**config.mk**
```make
export PLATFORM = sky130hd
export DESIGN_NAME = dmem_lsu
export DESIGN_NICKNAME = d
export VERILOG_FILES = /design/src/rtl/dmem_lsu.sv
export SDC_FILE = /design/constraint.sdc
export NUM_CORES = 1
export LEC_CHECK = 0
export BUFFER_PORTS_ARGS = -buffer_cell sky130_fd_sc_hd__buf_2
export CAP_MARGIN = 20
export CELL_PAD_IN_SITES_DETAIL_PLACEMENT = 0
export CELL_PAD_IN_SITES_GLOBAL_PLACEMENT = 1
export CORE_MARGIN = 1
export CORE_UTILIZATION = 26
export CTS_CLUSTER_DIAMETER = 80
export DETAILED_ROUTE_END_ITERATION = 7
export PLACE_DENSITY = 0.76
export SLEW_MARGIN = 20
export SYNTH_ARGS = -nofsm -noshare
export SYNTH_HDL_FRONTEND = slang
export SYNTH_SLANG_ARGS = --single-unit
```
**constraint.sdc**
```tcl
create_clock -name clk -period 1.7 [get_ports clk]
set_clock_uncertainty 0.15 [all_clocks]
set_input_delay 0.255 -clock clk [delete_from_list [all_inputs] [get_ports clk]]
set_output_delay 0.255 -clock clk [all_outputs]
set_load 0.05 [all_outputs]
```
**src/rtl/dmem_lsu.sv**
```systemverilog
// Load/store unit driving a synchronous-read, byte-write-enable data memory port.
// Optional define MISALIGN_TRAP_EN turns misaligned halfword/word accesses into error responses.
module dmem_lsu #(
  parameter int AWIDTH = 14
) (
  input  logic              clk,
  input  logic              rst_n,
  input  logic              req_valid,
  output logic              req_ready,
  input  logic              req_we,
  input  logic [2:0]        req_funct3,
  input  logic [31:0]       req_addr,
  input  logic [31:0]       req_wdata,
  output logic              rsp_valid,
  input  logic              rsp_ready,
  output logic [31:0]       rsp_rdata,
  output logic              rsp_err,
  output logic [AWIDTH-1:0] dmem_addra,
  output logic [31:0]       dmem_dina,
  output logic [3:0]        dmem_wea,
  input  logic [31:0]       dmem_douta
);

  typedef enum logic [1:0] {IDLE, RD, RSP} state_t;

  state_t      state, state_next;
  logic [1:0]  off;
  logic [2:0]  f3;
  logic [31:0] rdata;
  logic        err;

  logic        fire;
  logic        store_legal;
  logic        load_legal;
  logic        misalign;
  logic        req_err;
  logic [3:0]  wea_enc;
  logic [31:0] load_data;
  logic [31:0] shifted;

  // Upper byte-address bits wrap and are intentionally dropped.
  logic unused_addr_bits;
  assign unused_addr_bits = ^req_addr[31:AWIDTH+2];

  assign req_ready = (state == IDLE);
  assign rsp_valid = (state == RSP);
  assign rsp_rdata = rdata;
  assign rsp_err   = err;
  assign fire      = req_valid & req_ready;

  assign store_legal = (req_funct3 == 3'b000) || (req_funct3 == 3'b001) || (req_funct3 == 3'b010);
  assign load_legal  = store_legal || (req_funct3 == 3'b100) || (req_funct3 == 3'b101);

`ifdef MISALIGN_TRAP_EN
  assign misalign = ((req_funct3[1:0] == 2'b01) && req_addr[0]) ||
                    ((req_funct3[1:0] == 2'b10) && (req_addr[1:0] != 2'b00));
`else
  assign misalign = 1'b0;
`endif

  assign req_err = (req_we ? !store_legal : !load_legal) | misalign;

  assign dmem_addra = req_addr[AWIDTH+1:2];

  always_comb begin
    dmem_dina = req_wdata;
    wea_enc   = 4'b1111;
    unique case (req_funct3[1:0])
      2'b00: begin
        dmem_dina = {4{req_wdata[7:0]}};
        wea_enc   = 4'b0001 << req_addr[1:0];
      end
      2'b01: begin
        dmem_dina = {2{req_wdata[15:0]}};
        wea_enc   = req_addr[1] ? 4'b1100 : 4'b0011;
      end
      default: begin
        dmem_dina = req_wdata;
        wea_enc   = 4'b1111;
      end
    endcase
  end

  // Gated by rst_n directly so no write can escape while reset is asserted.
  assign dmem_wea = (rst_n && fire && req_we && !req_err) ? wea_enc : 4'b0000;

  assign shifted = dmem_douta >> {off, 3'b000};

  always_comb begin
    load_data = dmem_douta;
    unique case (f3[1:0])
      2'b00:   load_data = {{24{shifted[7] & ~f3[2]}}, shifted[7:0]};
      2'b01:   load_data = off[1] ? {{16{dmem_douta[31] & ~f3[2]}}, dmem_douta[31:16]}
                                  : {{16{dmem_douta[15] & ~f3[2]}}, dmem_douta[15:0]};
      default: load_data = dmem_douta;
    endcase
  end

  always_comb begin
    state_next = state;
    unique case (state)
      IDLE: if (fire) state_next = (!req_we && !req_err) ? RD : RSP;
      RD:   state_next = RSP;
      RSP:  if (rsp_ready) state_next = IDLE;
      default: state_next = IDLE;
    endcase
  end

  always_ff @(posedge clk or negedge rst_n) begin
    if (!rst_n) begin
      state <= IDLE;
      off   <= 2'b00;
      f3    <= 3'b000;
      rdata <= 32'h0;
      err   <= 1'b0;
    end else begin
      state <= state_next;
      if (state == IDLE && fire) begin
        off <= req_addr[1:0];
        f3  <= req_funct3;
        if (req_we || req_err) begin
          rdata <= 32'h0;
          err   <= req_err;
        end
      end else if (state == RD) begin
        rdata <= load_data;
        err   <= 1'b0;
      end
    end
  end

endmodule

```
# Yosys cells after proc, flatten, opt, wreduce, memory -nomap -nowiden
# Cells that the tools add are included.
[word_totals]
register_bits = 40
inputBits = 104
out_inout_bits = 85
[op_classes]
eq_ne = 11
n_shift = 2
n_mux = 17
n_bitwise = 5
n_reduce_logical = 21
[ops]
columns = ["operator", "n"]
rows = [
  ["2-to-1 mux 32 bit", 4],
  ["one-hot mux 32 bit (2 select lines)", 2],
  [">> shifter 32 x 5 -> 8 bit", 1],
  ["2-to-1 mux 4 bit", 2],
  ["one-hot mux 4 bit (2 select lines)", 1],
  ["equality test 2 x 1 -> 1 bit, second input constant", 3],
  ["equality test 3 bit, second input constant", 2],
  ["logical NOT 2 bit", 3],
  ["2-to-1 mux 2 bit", 3],
  ["inequality test 2 x 1 -> 1 bit, second input constant", 3],
  ["one-hot mux 2 bit (3 select lines)", 1],
  ["logical AND 1 bit", 5],
  ["logical OR 1 bit", 5],
  ["AND 1 bit", 4],
  ["logical NOT 1 bit", 4],
  ["2-to-1 mux 1 bit", 4],
  ["AND reduction 2 bit", 2],
  ["left shift 1 x 2 -> 4 bit, first input constant", 1],
  ["equality test 3 x 1 -> 1 bit, second input constant", 1],
  ["equality test 3 x 2 -> 1 bit, second input constant", 1],
  ["logical NOT 3 bit", 1],
  ["equality test 2 bit, second input constant", 1],
  ["nonzero test 2 bit", 1],
  ["inverter 1 bit", 1],
]

# Longest topological paths before layout
[depth]
depth_word = 12
mapped_depth = 6

# Worst setup path before layout
# OpenSTA, ideal clock, no wires.
[synth_timing]
path_type = "reg-to-output"
startpoint = "register state[1]"
endpoint = "output dmem_wea[0]"
arrival_ns = 2.043
slack_ns = -0.748
stages_incl_launch_ff = 5
path_buffers = 0
path_cell_list = "dfrtp_1 -> nor3b_4 -> nand2_1 -> or3_1 -> a21oi_1"
[synth_between]
elab_chain_len = 6
[synth_lines]
columns = ["element", "line_no", "text"]
rows = [
  ["start, declared", "26", "state_t state, state_next;"],
  ["start signal, assigned", "117", "state <= state_next;"],
  ["logical NOT 2 bit", "45", "assign req_ready = (state == IDLE);"],
  ["AND 1 bit", "49", "assign fire = req_valid & req_ready;"],
  ["logical AND 1 bit (3 in series)", "85", "assign dmem_wea = (rst_n && fire && req_we && !req_err) ? wea_enc : 4'b0000;"],
  ["2-to-1 mux 4 bit", "85", ""],
  ["end, declared", "20", "output logic [3:0] dmem_wea,"],
]
# No other way between the ends.

# Worst setup path in the final report
[layout_timing]
startpoint = "register state[1]"
endpoint = "output dmem_wea[3]"
# Same word-level chain as after synthesis.

==> impl_summary.log <==
[metrics] worst ir drop on vdd: 0.5251 mV
[metrics] number of detailed-routing iterations run before antenna repair: 4
[metrics] number of distinct standard cells referenced by the synthesized netlist: 34
[metrics] WP buf/inv: 1
[metrics] synthesis-to-finish area growth: 57.77%
[metrics] final hold vios: 0
[metrics] floorplan die height: 104.6 um
[metrics] dominant delay contributor by cell family on the critical path: simple AND/OR/NAND/NOR gates
[metrics] share of the clock period used by the worst path: 1.281
[metrics] DRT Wirelength: 9463 um
[metrics] initial detailed-routing violation count: 114
[metrics] Seq/Total Area, Yosys: 0.3656
[metrics] Hold Path Sink: state[1]
[metrics] count of boundary I/O pins: 189
[metrics] fraction of synthesis flops using an asynchronous set or reset pin: 1.000
[metrics] via-per-instance ratio: between 4 and 5
[metrics] Setup TNS: -3.880 ns
[metrics] area of the core: 10280 um^2
[metrics] clock root buffer: sky130_fd_sc_hd__clkbuf_8
[metrics] final worst setup slack: -0.4784 ns
[metrics] achievable clock frequency: 459.1 MHz
[metrics] number of input and output port buffers inserted: roughly 140
[metrics] Synth Flop Type: sky130_fd_sc_hd__dfrtp_1
[metrics] initial antenna violation count: 0
[metrics] instance count of the mapped netlist: approximately 300
[metrics] antenna diode count: 0
[metrics] CP Data Arrival Time: ~1.8 ns
[metrics] CP required: 1.29 ns
[metrics] most frequent standard cell in the layout excluding fill and tap cells: sky130_fd_sc_hd__buf_2
[metrics] maximum number of pins on one net before global-route repair: 41
[metrics] initial core utilization: 0.2664
[metrics] dpl hpwl: 6984 um
[metrics] violations in the final reports: setup timing
[metrics] sort of element at the start of the critical path: register
[metrics] leakage power: 2.210 nW
[metrics] type of the worst min-delay path: in -> reg
[metrics] number of CTS-inserted buffers: 5
[metrics] vias in the first global route: 2900
[metrics] Sink Count: 40
[metrics] worst-case register-to-register setup slack: -0.17 ns
[metrics] pins over their slew limit: 0
[metrics] Post-layout nets: 553
[metrics] number of flip-flops and latches in the synthesized netlist: 40
[metrics] Net Count, Synth: 402
[metrics] biggest cell delay along the critical path: 0.44 ns
[metrics] count of vias placed by the detailed router: 2922
[metrics] Routed Antenna Nets: 0
[metrics] count of warnings emitted by yosys: 0
[metrics] netlist area before placement: between 2000 and 3000 um^2
[metrics] number of rows in the core area: 37
[metrics] mean instance size in the synthesized netlist: 9.187 um^2
[metrics] drc violations: 0
[metrics] setup repair after global routing missed its margin: true
[metrics] minimum clock period after layout: 2.178 ns
[metrics] count of cells along the worst hold path: 2
[metrics] Worst Max-Slew Pin Slew: 0.5911 ns
[metrics] clock-pin slew of the registers on the worst-case setup and hold paths: 0.08 ns
[metrics] worst-skew pair later-pin latency: 0.29 ns
[metrics] layout cells sized above 1: 0.5822
[metrics] CTS tree: done
[metrics] global-route usage over all layers: 0.1689
[metrics] detail-routed net length per standard cell: 16.15 um
[metrics] worst slew margin relative to its limit: 0.6055
[metrics] Setup Viol. Count Final: 30
[metrics] critical register-to-register path endpoint: rsp_rdata[7]
[metrics] total of max-cap violations: 0
[metrics] first-pass GRT wire length: 14590 um
[metrics] Die Width: 104.6 um
[metrics] startpoint of the tightest hold check path: rsp_ready
[metrics] most frequent cells in the layout: 128 x sky130_fd_sc_hd__buf_2, 37 x sky130_fd_sc_hd__dfrtp_1, 29 x sky130_fd_sc_hd__nand2_1
[metrics] number of enable-type register cells in the synthesized netlist: 0
[metrics] run status: complete, but fails checks
[metrics] category of the most critical setup path: reg -> out
[metrics] overall power of the completed layout: 5.059 mW
[metrics] category of the worst setup path capture point: primary output
[metrics] Max Fanout on Critical Path: 4
[metrics] final global-route overflow total: 0
[metrics] maximum clock insertion buffer count: 2
[metrics] logic depth of the worst register-to-register path: 6
[metrics] startpoint of the worst-slack reg-to-reg timing path: off[1]
[metrics] power density cells: 1171 nW/um^2
[metrics] die area: approximately 11000 um^2
[metrics] maximum level of the CTS H-tree: 2
[metrics] Placer Congestion: 0.8584
[metrics] Critical-path top delay cell: sky130_fd_sc_hd__or3_4
[metrics] chain of cells forming the critical path: nor3b_4 > nand2_1 > or3_4 > a21oi_4 > buf_6
## cells in the mapped netlist (2+ instances only)
| cell type | n | area share |
|---|---|---|
| sky130_fd_sc_hd__a22o_1 | 17 | 0.054 |
| sky130_fd_sc_hd__inv_1 | 4 | 0.0055 |
| sky130_fd_sc_hd__or3_1 | 8 | 0.018 |
| sky130_fd_sc_hd__a211o_1 | 15 | 0.048 |
| sky130_fd_sc_hd__o21ai_1 | 3 | 0.0055 |
| sky130_fd_sc_hd__nor2b_1 | 9 | 0.021 |
| sky130_fd_sc_hd__nand2b_1 | 9 | 0.021 |
| sky130_fd_sc_hd__a21oi_1 | 20 | 0.037 |
| sky130_fd_sc_hd__nand2_1 | 29 | 0.040 |
| sky130_fd_sc_hd__mux2_2 | 20 | 0.082 |
| sky130_fd_sc_hd__mux2i_1 | 8 | 0.029 |
| sky130_fd_sc_hd__buf_4 | 22 | 0.060 |
| sky130_fd_sc_hd__a32o_1 | 2 | 0.0073 |
| sky130_fd_sc_hd__nor2_1 | 8 | 0.011 |
| sky130_fd_sc_hd__a21o_1 | 14 | 0.038 |
| sky130_fd_sc_hd__and3b_1 | 7 | 0.022 |
| sky130_fd_sc_hd__clkbuf_1 | 14 | 0.019 |
| sky130_fd_sc_hd__buf_2 | 4 | 0.0073 |
| sky130_fd_sc_hd__dfrtp_1 | 40 | 0.37 |
| sky130_fd_sc_hd__o21ai_0 | 31 | 0.057 |
## layout make-up
class | instances | area (um^2)
clock inverter | 3 | 46.29
fill | 1038 | 5958
clock buffer | 5 | 68.82
timing repair buffer | 185 | 1239
sequential | 40 | 1005
inverter | 4 | 21.27
tap | 136 | 170.2
multi-input combinational | 213 | 1769
## how the worst max path moves through the flow
stage | start | end | slack, ns | cells past startpoint
after floorplan | state[1] | dmem_wea[0] | -0.34 | 4
after global placement | state[1] | dmem_wea[3] | -0.21 | 5
after detailed placement | state[1] | dmem_wea[3] | -0.24 | 5
after CTS | state[1] | dmem_wea[3] | -0.50 | 5
after global routing | state[1] | dmem_wea[3] | -0.53 | 5
final | state[1] | dmem_wea[3] | -0.48 | 5
## metal layers
layer | routed length (um) | track usage
met3 | 523 | 0.03244
met4 | 272 | 0.06439
met5 | 0 | 0
met1 | 3898 | 0.1997
met2 | 4769 | 0.3009
## power by group
group	internal [mW]	total, mW	switching, mW	leakage [nW]
clock network	0.443	0.817	0.374	0.0548
logic	1.07	2.91	1.84	1.63
registers	1.17	1.33	0.166	0.530
total	2.68	5.06	2.38	2.21
## flip-flops by register name, summed over array words and instances (netlist names)
signal and flops:
off 2, f3 3, rsp_err 1, state 2, rsp_rdata 32
## stage by stage
stage                     setup slack [ns]  hold WS [ns]  cell area, um^2  instances  utilization
after floorplan                    -0.3379       -0.1906             2829        298            -
after global placement             -0.2084        0.3149             3705        565       0.3605
after detailed placement           -0.2379        0.3028             3705        565       0.3605
after CTS                          -0.4976       0.03080             4093        579       0.3982
after global routing               -0.5280       0.04930             4319        586       0.4203
final                              -0.4784       0.03565             4319        586       0.4203
## timing repair
action,4_1_cts,5_1_grt
setup endpoints to repair,45,51
setup buffers,2,10
endpoints found under the hold margin,41,0
cloned,3,0
pin swaps,20,30
hold buffers,2,0
resized for setup,58,57
## logic make-up (layout without fill, tap and decap cells)
logic type,after synthesis,count (layout),share of synthesized area
buf+inv,47,197,0.09963
simple gates,75,75,0.1540
compound gates,107,109,0.2637
flops,40,40,0.3656
mux,29,29,0.1170
Note: power is estimated with default switching activity, not from simulation.
